--- src/rtl/bus_fifo_port.sv ---
// Memory-mapped FIFO port for the OISC data bus: DATA/STATUS/RX_COUNT/TX_COUNT
// registers bridging the core to a TX and an RX 16-bit valid/ready stream.
module bus_fifo_port #(
    parameter int unsigned DEPTH = 8,
    parameter logic [15:0] BASE  = 16'h8010
) (
    input  logic        clk,
    input  logic        rst_n,
    input  logic [15:0] bus_addr,
    input  logic        bus_w_en,
    input  logic [15:0] bus_d_in,
    output logic [15:0] bus_d_out,
    output logic        bus_rdy,
    output logic [15:0] tx_data,
    output logic        tx_valid,
    input  logic        tx_ready,
    input  logic [15:0] rx_data,
    input  logic        rx_valid,
    output logic        rx_ready
);

    localparam int unsigned PW = $clog2(DEPTH);
    localparam int unsigned CW = PW + 1;
    localparam logic [CW-1:0] FULL_CNT = CW'(DEPTH);
    localparam logic [PW-1:0] PTR_ONE  = PW'(1);

    localparam logic [0:0] S_IDLE = 1'b0;
    localparam logic [0:0] S_ACK  = 1'b1;

    logic [15:0]   tx_mem_q [DEPTH];
    logic [15:0]   rx_mem_q [DEPTH];
    logic [PW-1:0] tx_wr_q, tx_wr_d, tx_rd_q, tx_rd_d;
    logic [PW-1:0] rx_wr_q, rx_wr_d, rx_rd_q, rx_rd_d;
    logic [CW-1:0] tx_cnt_q, tx_cnt_d, rx_cnt_q, rx_cnt_d;
    logic          tx_ovf_q, tx_ovf_d, rx_unf_q, rx_unf_d;
    logic          rdy_q, rdy_d;
    logic [15:0]   dout_q, dout_d;
    logic [0:0]    state_q, state_d;

    logic [15:0] off;
    logic [1:0]  sel;
    logic        access, data_wr, data_rd, stat_rd;
    logic        tx_empty, tx_full, rx_empty, rx_full;
    logic        tx_push, tx_pop, rx_push, rx_pop;
    logic [15:0] status;

    always_comb begin
        off      = bus_addr - BASE;
        sel      = off[1:0];
        access   = (state_q == S_IDLE) && (off < 16'd4);
        data_wr  = access && bus_w_en && (sel == 2'd0);
        data_rd  = access && !bus_w_en && (sel == 2'd0);
        stat_rd  = access && !bus_w_en && (sel == 2'd1);
        tx_empty = (tx_cnt_q == '0);
        tx_full  = (tx_cnt_q == FULL_CNT);
        rx_empty = (rx_cnt_q == '0);
        rx_full  = (rx_cnt_q == FULL_CNT);
        tx_pop   = !tx_empty && tx_ready;
        // A same-edge stream pop frees a slot, so a push to a full TX still lands.
        tx_push  = data_wr && (!tx_full || tx_pop);
        rx_push  = rx_valid && rx_ready;
        rx_pop   = data_rd && !rx_empty;
        status   = {10'b0, rx_unf_q, tx_ovf_q, rx_full, rx_empty, tx_full, tx_empty};
    end

    always_comb begin
        state_d  = (state_q == S_IDLE && access) ? S_ACK : S_IDLE;
        rdy_d    = access;
        tx_wr_d  = tx_push ? tx_wr_q + PTR_ONE : tx_wr_q;
        tx_rd_d  = tx_pop  ? tx_rd_q + PTR_ONE : tx_rd_q;
        rx_wr_d  = rx_push ? rx_wr_q + PTR_ONE : rx_wr_q;
        rx_rd_d  = rx_pop  ? rx_rd_q + PTR_ONE : rx_rd_q;
        tx_cnt_d = tx_cnt_q + CW'(tx_push) - CW'(tx_pop);
        rx_cnt_d = rx_cnt_q + CW'(rx_push) - CW'(rx_pop);
        // Set wins over a same-edge STATUS read clear.
        tx_ovf_d = (tx_ovf_q && !stat_rd) || (data_wr && !tx_push);
        rx_unf_d = (rx_unf_q && !stat_rd) || (data_rd && rx_empty);
        dout_d   = dout_q;
        if (access && !bus_w_en) begin
            case (sel)
                2'd0:    dout_d = rx_empty ? '0 : rx_mem_q[rx_rd_q];
                2'd1:    dout_d = status;
                2'd2:    dout_d = 16'(rx_cnt_q);
                default: dout_d = 16'(tx_cnt_q);
            endcase
        end
    end

    always_ff @(posedge clk or negedge rst_n) begin
        if (!rst_n) begin
            state_q  <= S_IDLE;
            rdy_q    <= 1'b0;
            dout_q   <= '0;
            tx_wr_q  <= '0;
            tx_rd_q  <= '0;
            rx_wr_q  <= '0;
            rx_rd_q  <= '0;
            tx_cnt_q <= '0;
            rx_cnt_q <= '0;
            tx_ovf_q <= 1'b0;
            rx_unf_q <= 1'b0;
        end else begin
            state_q  <= state_d;
            rdy_q    <= rdy_d;
            dout_q   <= dout_d;
            tx_wr_q  <= tx_wr_d;
            tx_rd_q  <= tx_rd_d;
            rx_wr_q  <= rx_wr_d;
            rx_rd_q  <= rx_rd_d;
            tx_cnt_q <= tx_cnt_d;
            rx_cnt_q <= rx_cnt_d;
            tx_ovf_q <= tx_ovf_d;
            rx_unf_q <= rx_unf_d;
        end
    end

    always_ff @(posedge clk) begin
        if (tx_push) tx_mem_q[tx_wr_q] <= bus_d_in;
        if (rx_push) rx_mem_q[rx_wr_q] <= rx_data;
    end

    // Storage is not reset, so the head is masked to zero while TX is empty.
    assign tx_data   = tx_empty ? '0 : tx_mem_q[tx_rd_q];
    assign tx_valid  = !tx_empty;
    assign rx_ready  = rst_n && !rx_full;
    assign bus_rdy   = rdy_q;
    assign bus_d_out = dout_q;

endmodule

--- config.mk ---
export PLATFORM = sky130hd
export DESIGN_NAME = bus_fifo_port
export DESIGN_NICKNAME = d
export VERILOG_FILES = /design/src/rtl/bus_fifo_port.sv
export SDC_FILE = /design/constraint.sdc
export NUM_CORES = 1
export LEC_CHECK = 0
export ABC_AREA = 0
export BUFFER_PORTS_ARGS = -buffer_cell sky130_fd_sc_hd__buf_4
export CAP_MARGIN = 30
export CORE_ASPECT_RATIO = 1.2
export CORE_MARGIN = 2
export CORE_UTILIZATION = 64
export CTS_BUF_LIST = sky130_fd_sc_hd__clkbuf_4 sky130_fd_sc_hd__clkbuf_8 sky130_fd_sc_hd__clkbuf_16
export CTS_CLUSTER_DIAMETER = 100
export DETAILED_ROUTE_END_ITERATION = 8
export GPL_ROUTABILITY_DRIVEN = 0
export HOLD_SLACK_MARGIN = 0.03
export PLACE_DENSITY = 0.95
export SLEW_MARGIN = 20
export SYNTH_ARGS = -nofsm -noshare
export SYNTH_HDL_FRONTEND = slang
export SYNTH_SLANG_ARGS = --single-unit
export TNS_END_PERCENT = 1
--- constraint.sdc ---
create_clock -name clk -period 7.9 [get_ports clk]
set_clock_uncertainty 0.15 [all_clocks]
set_input_delay 1.58 -clock clk [delete_from_list [all_inputs] [get_ports clk]]
set_output_delay 1.58 -clock clk [all_outputs]
set_load 0.01 [all_outputs]
==> results of run 1 <==
## placed cells by master, fill, tap and decap left out, types with 3 or more instances in the layout
master       n
o2111ai_1    3
a21oi_1      4
nor2b_1      4
nand3_1      5
xor2_1       6
o21ai_0      5
a21o_1       3
clkinv_2     4
nor3_1       3
clkbuf_16   29
nand2_1     21
nand4_1      4
o22ai_1      4
nor2_1      23
mux2i_1     50
a22oi_1      3
clkinv_1     5
buf_6        4
buf_4      100
xnor2_1      6
mux4_2      56
buf_8        4
clkbuf_4     3
nand2b_1     6
nor2_2       6
mux2_2       8
inv_1       24
ha_1        16
nor3_2       4
o21ai_1      9
edfxtp_1   256
bufinv_16    5
dfrtp_1     38
## critical path, delay by kind of cell (launching register included)
| family | cells | cell delay, ns |
|---|---|---|
| buffers and inverters | 2 | 0.39 |
| and+or+nand+nor | 1 | 0.06 |
| DFF | 1 | 0.82 |
| muxes | 2 | 0.75 |
## worst max path at each step
stage,start,end,slack [ns],depth (start not counted)
floorplan,bus_addr[5],tx_mem_q[0][0]$_DFFE_PP_,3.39,5
global placement,bus_addr[5],tx_cnt_q[1]$_DFF_PN0_,3.80,11
detailed placement,bus_addr[2],tx_cnt_q[1]$_DFF_PN0_,3.68,11
CTS,tx_rd_q[0]$_DFFE_PN0P_,tx_data[13],3.54,5
global route,tx_rd_q[0]$_DFFE_PN0P_,tx_data[6],3.46,5
finish,tx_rd_q[0]$_DFFE_PN0P_,tx_data[13],3.59,5
## cell families after synthesis
logic type	after synthesis	synth area share, %
DFF	296	72.8
AOI/OAI and AO/OA	37	1.99
buffers and inverters	52	2.14
adders and majority gates	18	2.01
xor gates and xnor gates	12	0.881
muxes	114	15.5
and+or+nand+nor	97	4.64
## layer usage
layer	wire length, um	vias up
li1	-	2691
met1	8930	3262
met2	13600	266
met3	1520	68
met4	870	0
met5	0	-
## state kept, by name, summed over array words and instances (netlist names), 3 cells and up
signal,flops
tx_cnt_q,4
rx_wr_q,3
rx_mem_q,128
tx_rd_q,3
tx_mem_q,128
bus_d_out,16
rx_rd_q,3
rx_cnt_q,4
tx_wr_q,3
## layout make-up
type,instances,area share (%)
multi-input combinational,278,21.8
timing repair buffer,110,6.50
tap,224,2.00
antenna,1,0.0179
inverter,24,0.643
sequential,296,62.0
clock buffer,34,5.53
clock inverter,17,1.54
## metrics by stage
| stage | hold slack [ns] | power, uW | setup slack (ns) | std cells | util (%) |
|---|---|---|---|---|---|
| 2_1_floorplan | 0.330 | 2410 | 3.39 | 626 | - |
| 3_3_place_gp | 0.327 | 2670 | 3.80 | 922 | 70.5 |
| 3_5_place_dp | 0.357 | 2740 | 3.68 | 929 | 71.1 |
| 4_1_cts | 0.371 | 4160 | 3.54 | 980 | 76.5 |
| 5_1_grt | 0.403 | 4320 | 3.46 | 984 | 76.8 |
| 6_report | 0.368 | 4160 | 3.59 | 984 | 76.8 |
## power breakdown
group / internal, uW / total [uW] / switching, uW
logic: 436 / 841 / 405
clock network: 861 / 1420 / 558
registers: 1790 / 1900 / 107
==> flow_summary.toml, run 1 <==
[status]
status = "finished clean"

[die]
die_w_um = 129
start_util_pct = 65.4
ioPinCount = 88
rows = 54
dieArea_mm2 = 0.0198
core_mm2 = 0.0182
die_h_um = 154

[clocking]
clkSlewWorstSetupHoldPaths_ns = 0.06
clk_latency_ns = 0.54
ctsResizeCount = 0
clk_path_buf_depth = 3
cts_buffers = 28
clock_sinks = 296
cts_tree = "yes"
cts_setup_buffers = 0
root_buffer = "clkbuf_16"
cts-htree-levels = 1
hold_buffers = 0

[cells_and_area]
drive_above_1_share_pct = 32.4
area_growth_pct = 17.5
regArea_mm2 = 0.00869
multi_input_area_mm2 = 0.00305
nNetsFinal = 809
fillers = 914
fin_area_mm2 = 0.0140

[place]
place_area_mm2 = 0.0130
hpwl_mm = 16.0
port_buffers = 87

[route]
viasPerCell = 6.39
vias = 6287
antenna_left = 0
drtPass1Iterations = 5
finalWirelength_mm = 25.0
wl_per_cell_um = 25.4
drc_errors = 0
drt_iter0_markers = 436

[sta]
worst_pin_slew_ns = 0.806
max_freq_mhz = 232
grt_setup_unrepaired = "false"
setup_viol = 0
slew_viol_final = 0
layout_min_cycle_time_ns = 4.31
tns_ns = 0
period_share_pct = 54.6
relSlewSlack_pct = 45.5
hold_viol_final = 0

[global_route]
globalRouteMet1Util_pct = 31.3
antenna_found_initial = 1
globalRouteOverflowTotal = 0
grtUsageTotal_pct = 26.0
use_met2_pct = 47.1
grtUsageMet3_pct = 3.97
grt_first_pass_wirelength_mm = 38.2
grt_max_degree = 43
grt_pass1_vias = 6816
top_usage_layer = "met2"

[yosys]
netlist_top_cells_count = "edfxtp_1 (256), mux4_2 (56), mux2i_1 (50)"
synth.cell_area_mm2 = 0.0119
synth_fp_nets = 697
avgSynthCellArea_um2 = 19.1
synth_most_common_cell = "edfxtp_1"
yosysTopAreaCell = "edfxtp_1"
synth_ff_type = "edfxtp_1"
netlist.area_leader.share_pct = 64.4
synth_cell_types = 50
yosysWarnings = 0
synth_edf_count = 256
ys_seq_elements = 296
netlist_instances = 626
ys_seq_area_share_pct = 72.8
async_reset_ff_share_pct = 13.5
synthTopCellsByArea = "edfxtp_1 (64%), mux4_2 (11%), dfrtp_1 (8.4%)"

[critical_path]
max_stage_delay_ns = 0.82
r2r_start = "rx_cnt_q[2]$_DFF_PN0_"
cp_slowest_cell = "dfrtp_2"
cp_max_fo = 20
r2r_end = "rx_cnt_q[2]$_DFF_PN0_"
crit_required_ns = 6.17
arrival_ns = 2.58
reg2reg_setup_slack_ns = 4.91
cp-start-kind = "register"
worstRegToRegCells = 11
crit_type = "reg -> out"
cp-end-kind = "primary output"
path_cells = "buf_16, mux4_2, mux2i_1, nor2_1, buf_4"

[min_path]
min_to = "rx_wr_q[0]$_DFFE_PN0P_"
hold_class = "reg -> reg"
min_path_cells = 1
worstHoldStart = "rx_wr_q[0]$_DFFE_PN0P_"

[flow_run]
maxCapViolCount = 0

[power_and_ir_drop]
pwr_density_cell_mw_per_mm2 = 297
p_leak_uw = 0.00495
vdd_ir_drop_max_v = 0.000237
Note: power is estimated with default switching activity, not from simulation.
==> run 2, diff against run 1 <==
--- a/config.mk
+++ b/config.mk
@@ -10,13 +10,13 @@
 export CAP_MARGIN = 30
 export CORE_ASPECT_RATIO = 1.2
 export CORE_MARGIN = 2
-export CORE_UTILIZATION = 64
+export CORE_UTILIZATION = 60
 export CTS_BUF_LIST = sky130_fd_sc_hd__clkbuf_4 sky130_fd_sc_hd__clkbuf_8 sky130_fd_sc_hd__clkbuf_16
 export CTS_CLUSTER_DIAMETER = 100
 export DETAILED_ROUTE_END_ITERATION = 8
 export GPL_ROUTABILITY_DRIVEN = 0
 export HOLD_SLACK_MARGIN = 0.03
-export PLACE_DENSITY = 0.95
+export PLACE_DENSITY = 0.9
 export SLEW_MARGIN = 20
 export SYNTH_ARGS = -nofsm -noshare
 export SYNTH_HDL_FRONTEND = slang
==> constraint.sdc (replaced) <==
create_clock -name clk -period 4.05 [get_ports clk]
set_clock_uncertainty 0.15 [all_clocks]
set_input_delay 0.81 -clock clk [delete_from_list [all_inputs] [get_ports clk]]
set_output_delay 0.81 -clock clk [all_outputs]
set_load 0.01 [all_outputs]
==> run 2 against run 1 <==
Die area increased by 6.5%. Cell area shrank 0.83%. Sequential power rose by 94%. Flip-flop and latch count unchanged. Power up 87%. Clock power rose by 76%. Register-to-register slack worse by 3.8 ns. First-iteration DRC count rose by 30%. Critical path depth did not move. Sequential share of layout area rose by 0.52 points.
==> flow_summary.toml, run 2 (synthesized netlist as in run 1, its figures left out) <==
[status]
status = "finished clean"

[sta]
slew_viol_final = 0
period_share_pct = 82.7
grt_setup_unrepaired = "false"
layout_setup_ws_ns = 0.702
max_freq_mhz = 299
relSlewSlack_pct = 38.4
layout_min_cycle_time_ns = 3.35
hold_viol_final = 0
worst_pin_slew_ns = 0.923
tns_ns = 0
setup_viol = 0

[flow_run]
maxCapViolCount = 0

[route]
vias = 6120
viasPerCell = 5.99
drc_errors = 0
antenna_left = 0
wl_per_cell_um = 23.6
drtPass1Iterations = 4
drt_iter0_markers = 565
finalWirelength_mm = 24.1

[cells_and_area]
nNetsFinal = 811
final_cell_mix = "edfxtp_1 (256), buf_4 (110), mux4_2 (56)"
n_antenna_cell = 0
fillers = 1126
drive_above_1_share_pct = 31.7
area_growth_pct = 16.5
fin_area_mm2 = 0.0139
layout_commonest_cell = "edfxtp_1"

[clocking]
clk_latency_ns = 0.53
clock_sinks = 296
ctsResizeCount = 0
hold_buffers = 0
clkSlewWorstSetupHoldPaths_ns = 0.06
cts_tree = "yes"
cts-htree-levels = 1
root_buffer = "clkbuf_16"
clk_path_buf_depth = 3
cts_setup_buffers = 0
cts_buffers = 28

[power_and_ir_drop]
vdd_ir_drop_max_v = 0.000408
p_leak_uw = 0.00491
pwr_density_cell_mw_per_mm2 = 560

[min_path]
hold_class = "in -> async"

[critical_path]
arrival_ns = 2.39
r2r_start = "tx_cnt_q[2]$_DFF_PN0_"
cp_max_fo = 26
cp-startpoint = "tx_rd_q[1]$_DFFE_PN0P_"
crit_type = "reg -> out"
cp-start-kind = "register"
crit_required_ns = 3.09
cp-end-kind = "primary output"

[die]
die_h_um = 158
core_mm2 = 0.0195
ioPinCount = 88
rows = 56
start_util_pct = 61.0
dieArea_mm2 = 0.0210
die_w_um = 133

[place]
port_buffers = 87
preCtsSetupSlack_ns = 0.742
hpwl_mm = 15.0
place_area_mm2 = 0.0130

[global_route]
antenna_found_initial = 0
grt_first_pass_wirelength_mm = 36.7
grtUsageTotal_pct = 23.2
grt_max_degree = 42
grt_pass1_vias = 6655
globalRouteOverflowTotal = 0
run 2: cell types whose count changed in the layout (fill, tap and decap cells not counted), moves of 2 or more:
cell / previous run / this run
buf_6: 4 / 0
bufinv_16: 5 / 1
nor3_4: 2 / 0
nor2_2: 6 / 0
buf_4: 100 / 110
buf_8: 4 / 0
nor3_2: 4 / 6
clkbuf_4: 3 / 9
nor2_1: 23 / 29
run 2: layout make-up:
class / count / area (um2) / share of cell area, %
Timing Repair Buffer: 112 / 873 / 6.28
Inverter: 24 / 90.1 / 0.648
Tap cell: 261 / 327 / 2.35
Sequential cell: 296 / 8690 / 62.5
Multi-Input combinational cell: 278 / 3020 / 21.8
Clock buffer: 40 / 821 / 5.90
Clock inverter: 11 / 75.1 / 0.540
run 2: final timing paths:
path / slack, ns / cells after the start / endpoint
worst max-delay path: 0.70 / 5 / tx_data[6]
worst min-delay path: 0.23 / 2 / bus_d_out[5]$_DFFE_PN0N_
worst max register to register: 1.10 / 11 / tx_cnt_q[1]$_DFF_PN0_
worst min register to register: 0.34 / 2 / bus_d_out[6]$_DFFE_PN0N_
max in group asynchronous: 3.08 / 2 / tx_rd_q[0]$_DFFE_PN0P_
min in group clk: 0.34 / 2 / bus_d_out[6]$_DFFE_PN0N_
run 2: metrics by stage:
step,util (%),power (uW),hold slack (ns),std cells
after global placement,66.4,5210,0.329,970
after global routing,71.1,8080,0.273,1022
after detailed placement,66.5,5330,0.332,971
final,71.1,7780,0.231,1022
after CTS,71.1,7840,0.242,1022
after floorplan,-,4710,0.330,626
run 2: metal layers:
metal / routed length, um / GRT usage (%)
met1: 8760 / 26.9
met2: 13300 / 44.4
met3: 1390 / 3.28
met4: 694 / 7.94
met5: 0 / 0
run 2: power breakdown:
group,internal (uW),switching [uW],leakage [uW]
sequential,3500,180,0.00283
combinational,830,775,0.00164
clock,1470,1030,0.000449
total,5800,1990,0.00491
run 2: worst max-delay path: stages (launching register included):
cell     delay [ns]
dfrtp_1        0.61
buf_4          0.43
mux4_2         0.38
mux2i_1        0.21
nor2_1         0.07
buf_4          0.15
